## src/rtl/bilinear_pkg.sv

```systemverilog
// -----------------------------------------------------------------------------
// bilinear_pkg
// Shared widths, types and helpers for the bilinear interpolation back end.
//   DATA_W     : pixel width (inputs and output)
//   COEF_W     : weight width, unsigned Q1.16 (65536 = 1.0)
//   FRAC_W     : fractional bits of the weights (final right shift)
//   PROD_W     : width of one pixel*weight product
//   ACC_W      : width of the four-product sum
//   ROUND_HALF : half an LSB of the output, added when rounding is enabled
// -----------------------------------------------------------------------------
package bilinear_pkg;

  localparam int DATA_W = 16;
  localparam int COEF_W = 17;
  localparam int FRAC_W = 16;
  localparam int PROD_W = DATA_W + COEF_W;
  localparam int ACC_W  = PROD_W + 2;

  localparam logic [ACC_W-1:0] ROUND_HALF =
    {{(ACC_W - FRAC_W){1'b0}}, 1'b1, {(FRAC_W - 1){1'b0}}};

  typedef logic [DATA_W-1:0] pixel_t;
  typedef logic [COEF_W-1:0] coef_t;
  typedef logic [PROD_W-1:0] prod_t;
  typedef logic [PROD_W:0]   psum_t;
  typedef logic [ACC_W-1:0]  acc_t;

  // Clamp an already-shifted sum (one bit wider than acc_t so the rounding
  // add can never wrap) to the pixel range.
  function automatic pixel_t sat_pixel(input logic [ACC_W:0] v);
    pixel_t r;
    if (|v[ACC_W:DATA_W]) r = '1;
    else                  r = v[DATA_W-1:0];
    return r;
  endfunction

endpackage

```

## src/rtl/bilinear_tap_mul.sv

```systemverilog
// -----------------------------------------------------------------------------
// bilinear_tap_mul
// Registered single-tap multiplier: prod = pix * coef, unsigned, full width.
//   clk  : rising-edge clock
//   rst  : asynchronous active-high reset, clears the product register
//   clr  : synchronous clear (frame restart), clears the product register
//   pix  : pixel operand (DATA_W)
//   coef : weight operand (COEF_W)
//   prod : registered product (PROD_W)
// -----------------------------------------------------------------------------
module bilinear_tap_mul
  import bilinear_pkg::*;
(
  input  logic  clk,
  input  logic  rst,
  input  logic  clr,
  input  pixel_t pix,
  input  coef_t  coef,
  output prod_t  prod
);

  prod_t prod_d;
  prod_t prod_q;

  always_comb begin
    prod_d = prod_t'(pix) * prod_t'(coef);
    if (clr) prod_d = '0;
  end

  always_ff @(posedge clk or posedge rst) begin
    if (rst) prod_q <= '0;
    else     prod_q <= prod_d;
  end

  assign prod = prod_q;

endmodule

```

## src/rtl/bilinear_calc.sv

```systemverilog
// -----------------------------------------------------------------------------
// bilinear_calc
// Pipelined bilinear interpolation arithmetic: weighted sum of four
// neighbouring pixels, one result per clock, fixed latency of 3 cycles
// (input sampled at edge N -> vout_valid after edge N+3).
//
// Ports:
//   vin_clk          : sole clock, rising edge
//   rst              : asynchronous active-high reset
//   frame_sync_n     : synchronous active-low frame restart, flushes pipeline
//   coo_valid        : qualifies coefficient/pixel inputs this cycle
//   coefficient1..4  : Q1.16 weights for doutbx, doutbx1, doutby, doutby1
//   doutbx, doutbx1  : top-left / top-right pixels
//   doutby, doutby1  : bottom-left / bottom-right pixels
//   vout_dat         : interpolated pixel (holds when vout_valid=0)
//   vout_valid       : vout_dat valid this cycle
//
// Build option: define BILINEAR_ROUND_EN to round half up before the final
// shift; otherwise the result is truncated. Latency is the same either way.
//
// Valid semantics: there is no ready/back-pressure. A beat is transferred on
// every rising edge where coo_valid=1 (and frame_sync_n=1); each such beat
// yields exactly one vout_valid=1 cycle, in order, 3 cycles later.
//
// Stages:
//   S0 : input capture registers
//   S1 : four registered products (bilinear_tap_mul)
//   S2 : two partial sums
//   S3 : final sum, optional rounding, shift, saturation -> vout_dat
// -----------------------------------------------------------------------------
module bilinear_calc
  import bilinear_pkg::*;
(
  input  logic              vin_clk,
  input  logic              rst,
  input  logic              frame_sync_n,
  input  logic              coo_valid,
  input  logic [COEF_W-1:0] coefficient1,
  input  logic [COEF_W-1:0] coefficient2,
  input  logic [COEF_W-1:0] coefficient3,
  input  logic [COEF_W-1:0] coefficient4,
  input  logic [DATA_W-1:0] doutbx,
  input  logic [DATA_W-1:0] doutbx1,
  input  logic [DATA_W-1:0] doutby,
  input  logic [DATA_W-1:0] doutby1,
  output logic [DATA_W-1:0] vout_dat,
  output logic              vout_valid
);

  // Frame restart acts as a synchronous clear on every stage.
  logic clr;
  assign clr = ~frame_sync_n;

  // ---------------------------------------------------------------------------
  // S0: input capture
  // ---------------------------------------------------------------------------
  pixel_t pix_d  [4];
  pixel_t pix_q  [4];
  coef_t  coef_d [4];
  coef_t  coef_q [4];
  logic   v0_d;
  logic   v0_q;

  always_comb begin
    pix_d[0]  = doutbx;
    pix_d[1]  = doutbx1;
    pix_d[2]  = doutby;
    pix_d[3]  = doutby1;
    coef_d[0] = coefficient1;
    coef_d[1] = coefficient2;
    coef_d[2] = coefficient3;
    coef_d[3] = coefficient4;
    v0_d      = coo_valid;
    if (clr) begin
      for (int i = 0; i < 4; i++) begin
        pix_d[i]  = '0;
        coef_d[i] = '0;
      end
      v0_d = 1'b0;
    end
  end

  always_ff @(posedge vin_clk or posedge rst) begin
    if (rst) begin
      for (int i = 0; i < 4; i++) begin
        pix_q[i]  <= '0;
        coef_q[i] <= '0;
      end
      v0_q <= 1'b0;
    end else begin
      for (int i = 0; i < 4; i++) begin
        pix_q[i]  <= pix_d[i];
        coef_q[i] <= coef_d[i];
      end
      v0_q <= v0_d;
    end
  end

  // ---------------------------------------------------------------------------
  // S1: products
  // ---------------------------------------------------------------------------
  prod_t prod [4];
  logic  v1_d;
  logic  v1_q;

  for (genvar g = 0; g < 4; g++) begin : g_tap
    bilinear_tap_mul u_tap (
      .clk  (vin_clk),
      .rst  (rst),
      .clr  (clr),
      .pix  (pix_q[g]),
      .coef (coef_q[g]),
      .prod (prod[g])
    );
  end

  always_comb begin
    v1_d = v0_q;
    if (clr) v1_d = 1'b0;
  end

  always_ff @(posedge vin_clk or posedge rst) begin
    if (rst) v1_q <= 1'b0;
    else     v1_q <= v1_d;
  end

  // ---------------------------------------------------------------------------
  // S2: partial sums (top row, bottom row)
  // ---------------------------------------------------------------------------
  psum_t sum_a_d;
  psum_t sum_a_q;
  psum_t sum_b_d;
  psum_t sum_b_q;
  logic  v2_d;
  logic  v2_q;

  always_comb begin
    sum_a_d = psum_t'(prod[0]) + psum_t'(prod[1]);
    sum_b_d = psum_t'(prod[2]) + psum_t'(prod[3]);
    v2_d    = v1_q;
    if (clr) begin
      sum_a_d = '0;
      sum_b_d = '0;
      v2_d    = 1'b0;
    end
  end

  always_ff @(posedge vin_clk or posedge rst) begin
    if (rst) begin
      sum_a_q <= '0;
      sum_b_q <= '0;
      v2_q    <= 1'b0;
    end else begin
      sum_a_q <= sum_a_d;
      sum_b_q <= sum_b_d;
      v2_q    <= v2_d;
    end
  end

  // ---------------------------------------------------------------------------
  // S3: final sum, rounding, shift, saturation
  // ---------------------------------------------------------------------------
  acc_t             acc_sum;
  logic [ACC_W:0]   acc_rnd;   // one spare bit so the rounding add cannot wrap
  logic [ACC_W:0]   acc_shift;
  pixel_t           vout_dat_d;
  pixel_t           vout_dat_q;
  logic             vout_valid_d;
  logic             vout_valid_q;

  always_comb begin
    acc_sum = acc_t'(sum_a_q) + acc_t'(sum_b_q);
`ifdef BILINEAR_ROUND_EN
    acc_rnd = {1'b0, acc_sum} + {1'b0, ROUND_HALF};
`else
    acc_rnd = {1'b0, acc_sum};
`endif
    acc_shift = acc_rnd >> FRAC_W;
  end

  always_comb begin
    // Output data only moves with a valid beat; otherwise it holds.
    vout_dat_d   = v2_q ? sat_pixel(acc_shift) : vout_dat_q;
    vout_valid_d = v2_q;
    if (clr) begin
      vout_dat_d   = '0;
      vout_valid_d = 1'b0;
    end
  end

  always_ff @(posedge vin_clk or posedge rst) begin
    if (rst) begin
      vout_dat_q   <= '0;
      vout_valid_q <= 1'b0;
    end else begin
      vout_dat_q   <= vout_dat_d;
      vout_valid_q <= vout_valid_d;
    end
  end

  assign vout_dat   = vout_dat_q;
  assign vout_valid = vout_valid_q;

endmodule

```

## config.mk

```make
export PLATFORM = sky130hd
export DESIGN_NAME = bilinear_calc
export DESIGN_NICKNAME = d
export VERILOG_FILES = /design/src/rtl/bilinear_pkg.sv /design/src/rtl/bilinear_tap_mul.sv /design/src/rtl/bilinear_calc.sv
export SDC_FILE = /design/constraint.sdc
export NUM_CORES = 2
export LEC_CHECK = 0
export ABC_AREA = 1
export BUFFER_PORTS_ARGS = -buffer_cell sky130_fd_sc_hd__buf_2
export CORE_ASPECT_RATIO = 0.8
export CORE_UTILIZATION = 35
export DETAILED_ROUTE_END_ITERATION = 8
export PLACE_DENSITY_LB_ADDON = 0.3
export SETUP_SLACK_MARGIN = 0.15
export SLEW_MARGIN = 20
export SYNTH_ARGS = -nofsm -noshare
export SYNTH_HDL_FRONTEND = slang
export SYNTH_HIERARCHICAL = 1
export SYNTH_SLANG_ARGS = --single-unit
export TNS_END_PERCENT = 1
```

## constraint.sdc

```tcl
create_clock -name vin_clk -period 11.1 [get_ports vin_clk]
set_input_delay 1.665 -clock vin_clk [delete_from_list [all_inputs] [get_ports vin_clk]]
set_output_delay 1.665 -clock vin_clk [all_outputs]
set_load 0.01 [all_outputs]
```

==> results.cfg <==
[status]
status = complete, no violations

[power]
p_leak_nw = 37.0
finalPower_mw = 6.98
ir_worst_vdd_mv = 0.107
p_per_area_nw_per_um2 = 115

[clocking]
cts_buffers = 45
ctsResizeCount = 0
holdBufCountCts = 0
cts_sinks = 352
htree_levels = 2
root_buffer = clkbuf_16
postCtsSetupRepairBufs = 0
clk_pin_slew_ns = 0.07
max-clock-path-buffers = 3
insertion_delay_ns = 0.67
cts_tree = done

[grt]
grt_pass1_vias = 47605
grt_first_pass_wirelength_mm = 255
grt_max_degree = 114
grtUsageTotal_pct = 19.6
grt_overflow = 0
antenna_found_initial = 2

[placement]
dp_hpwl_mm = 126
place_congestion = 0.904
portBuffers = 152
pre_cts_ws_ns = 5.12

[floorplan]
die-area_sq_um = 164000
die_h_microns = 362
dieWidth_microns = 452
ios = 153
design.core.area_sq_um = 160000
start_util_pct = 35.4
rows = 131

[yosys]
synth_edf_count = 0
ys_ff_latch = 352
synthXorXnorAreaFrac_pct = 0.556
synth.net_count = 9219
yosys_warnings = 6
syn_area_per_cell_sq_um = 7.34
synth-simple-area-share_pct = 21.9
synth_top_family_by_area = adder cells
synth_cell_type_count = 49
synthArstFlopShare_pct = 100
mappedNetlistArea_sq_um = 56700
synth_compound_area_share_pct = 5.19
synthMuxAreaShare_pct = 0
synthFlopType = dfrtp_1
synth_fa_ha_area_share_pct = 40.9
synthCells = 7730
ys_seq_area_share_pct = 15.5

[detailed_routing]
viasPerCell = 4.66
drtAntennaViolNets = 0
drt_wl_total_mm = 156
routedWlPerCell_microns = 15.9
drc = 0
drtPass1Iterations = 5
drtIter0Drc = 2710
vias = 45702

[timing]
worstMarginPinSlew_ns = 0.960
hold_viol_final = 0
hold_slack_ns = 0.440
fin_tns_setup_ns = 0
finalMaxSlewViolations = 0
finalCritPeriodShare_pct = 53.9
skew_ns = 0.0607
relSlewSlack_pct = 36.0
grt_setup_unrepaired = no
period_needed_ns = 5.99
fmax_mhz = 167
setup_viol = 0
fin_ws_ns = 5.11

[critical_path]
crit_fanout = 17
startpoint = pix_q[23]
worstPathArrival_ns = 6.59
required_ns = 11.70
cp-start-kind = flip-flop
crit_path_end_kind = flip-flop
crit_type = flip-flop to flip-flop
rr_startpoint = pix_q[23]

[cells_and_area]
final_nets = 9127
area_growth_pct = 6.90
drive_gt1_share_pct = 5.52
register_area_sq_um = 8810
mostFrequentLayoutCell = nand2_1
final_cell_mix = nand2_1, inv_1, fa_1
multi_input_area_sq_um = 38900
fillCellCount = 16819

[hold_path]
holdCritPathClass = flip-flop to flip-flop
hold_start = v1_q

[job]
maxCapViolCount = 0
-- final cells by class --
| class | count | share of cell area (%) |
|---|---|---|
| antenna | 1 | 0.00413 |
| multi-input combinational | 4976 | 64.1 |
| clock inverter | 26 | 0.495 |
| inverter | 2099 | 13.0 |
| clock buffer | 58 | 2.09 |
| tap | 2128 | 4.39 |
| sequential | 352 | 14.5 |
| timing repair buffer | 164 | 1.41 |
-- synthesized netlist by cell type (6+ instances only) --
master    count  area [sq um]
fa_1        834         16700
nand4_1      54           338
o21ai_1      16          80.1
a21oi_2      16           140
nor2_4       12           135
inv_1      2068          7760
nor2_1      372          1400
dfrtp_1     352          8810
nand3_1     155           776
a21boi_0      9          67.6
nor2_2       25           156
xor2_1       16           140
nor3_2       10           100
nand2_2      59           369
nor4_1        7          43.8
nor3_1       19          95.1
o211ai_1      7          52.6
o21ai_0     131           656
o21a_1        6          45.0
nand3_2      15           150
nand3b_1      6          45.0
nand2_1    2292          8600
a21oi_1     293          1470
ha_1        519          6490
and2_1       18           113
inv_2        28           105
a21o_1       19           143
xnor2_1      20           175
o21bai_1     26           195
clkbuf_1    289          1080
-- where the power goes --
| group | switching [mW] | leakage, nW | internal [mW] |
|---|---|---|---|
| Combinational | 2.36 | 31.6 | 1.25 |
| Clock | 0.683 | 0.760 | 0.894 |
| Sequential | 0.304 | 4.64 | 1.48 |
| Total | 3.35 | 37.0 | 3.62 |
-- state kept, by name, indices dropped and copies added (netlist names) --
signal            cells
pix_q                64
v2_q                  1
v0_q                  1
coef_q               68
sum_a_q              34
vout_dat             16
sum_b_q              34
vout_valid            1
v1_q                  1
g_tap.u_tap/prod    132
-- stage by stage --
step	instances	instance area (sq um)	util (%)
6_report	9804	60600	37.9
5_1_grt	9804	60600	37.9
4_1_cts	9803	60600	37.9
3_5_place_dp	9719	59100	36.9
3_3_place_gp	9719	59100	36.9
2_1_floorplan	7730	56700	-
-- path summary, 6_finish.rpt --
kind / to / slack (ns) / depth (start not counted)
min: v2_q / 0.44 / 2
max in group asynchronous: pix_q[14] / 7.81 / 4
min in group asynchronous: g_tap[3].u_tap/prod[19] / 1.21 / 3
min reg2reg: v2_q / 0.44 / 2
max reg2reg: g_tap[2].u_tap/prod[23] / 5.11 / 22
max: g_tap[2].u_tap/prod[23] / 5.11 / 22
-- kinds of logic after synthesis --
logic type | after synthesis
xor gates and xnor gates | 36
AOI/OAI and AO/OA | 535
adders and majority gates | 1353
DFF | 352
buffers and inverters | 2402
and+or+nand+nor | 3052
-- routing by layer --
layer	wire, microns	vias up	GRT usage (%)
li1	-	22169	-
met1	71800	22410	26.9
met2	74200	938	33.3
met3	6520	183	1.63
met4	3190	2	4.47
met5	8	-	0
-- worst max-delay path, stage by stage, from the launching register on --
cell and delay, ns:
dfrtp_1 0.89, nand2_1 0.18, fa_1 0.57, inv_1 0.05
fa_1 0.49, inv_1 0.05, fa_1 0.52, inv_1 0.05
fa_1 0.45, fa_1 0.49, inv_1 0.05, fa_1 0.48
inv_1 0.05, ha_1 0.34, nand2_2 0.14, inv_1 0.05
a21oi_1 0.29, nand3_1 0.31, nand2_1 0.14, nand2_1 0.07
nand2_1 0.06, nand2_1 0.05, nor2_1 0.13
No activity file was read; power rests on OpenSTA's default activity.
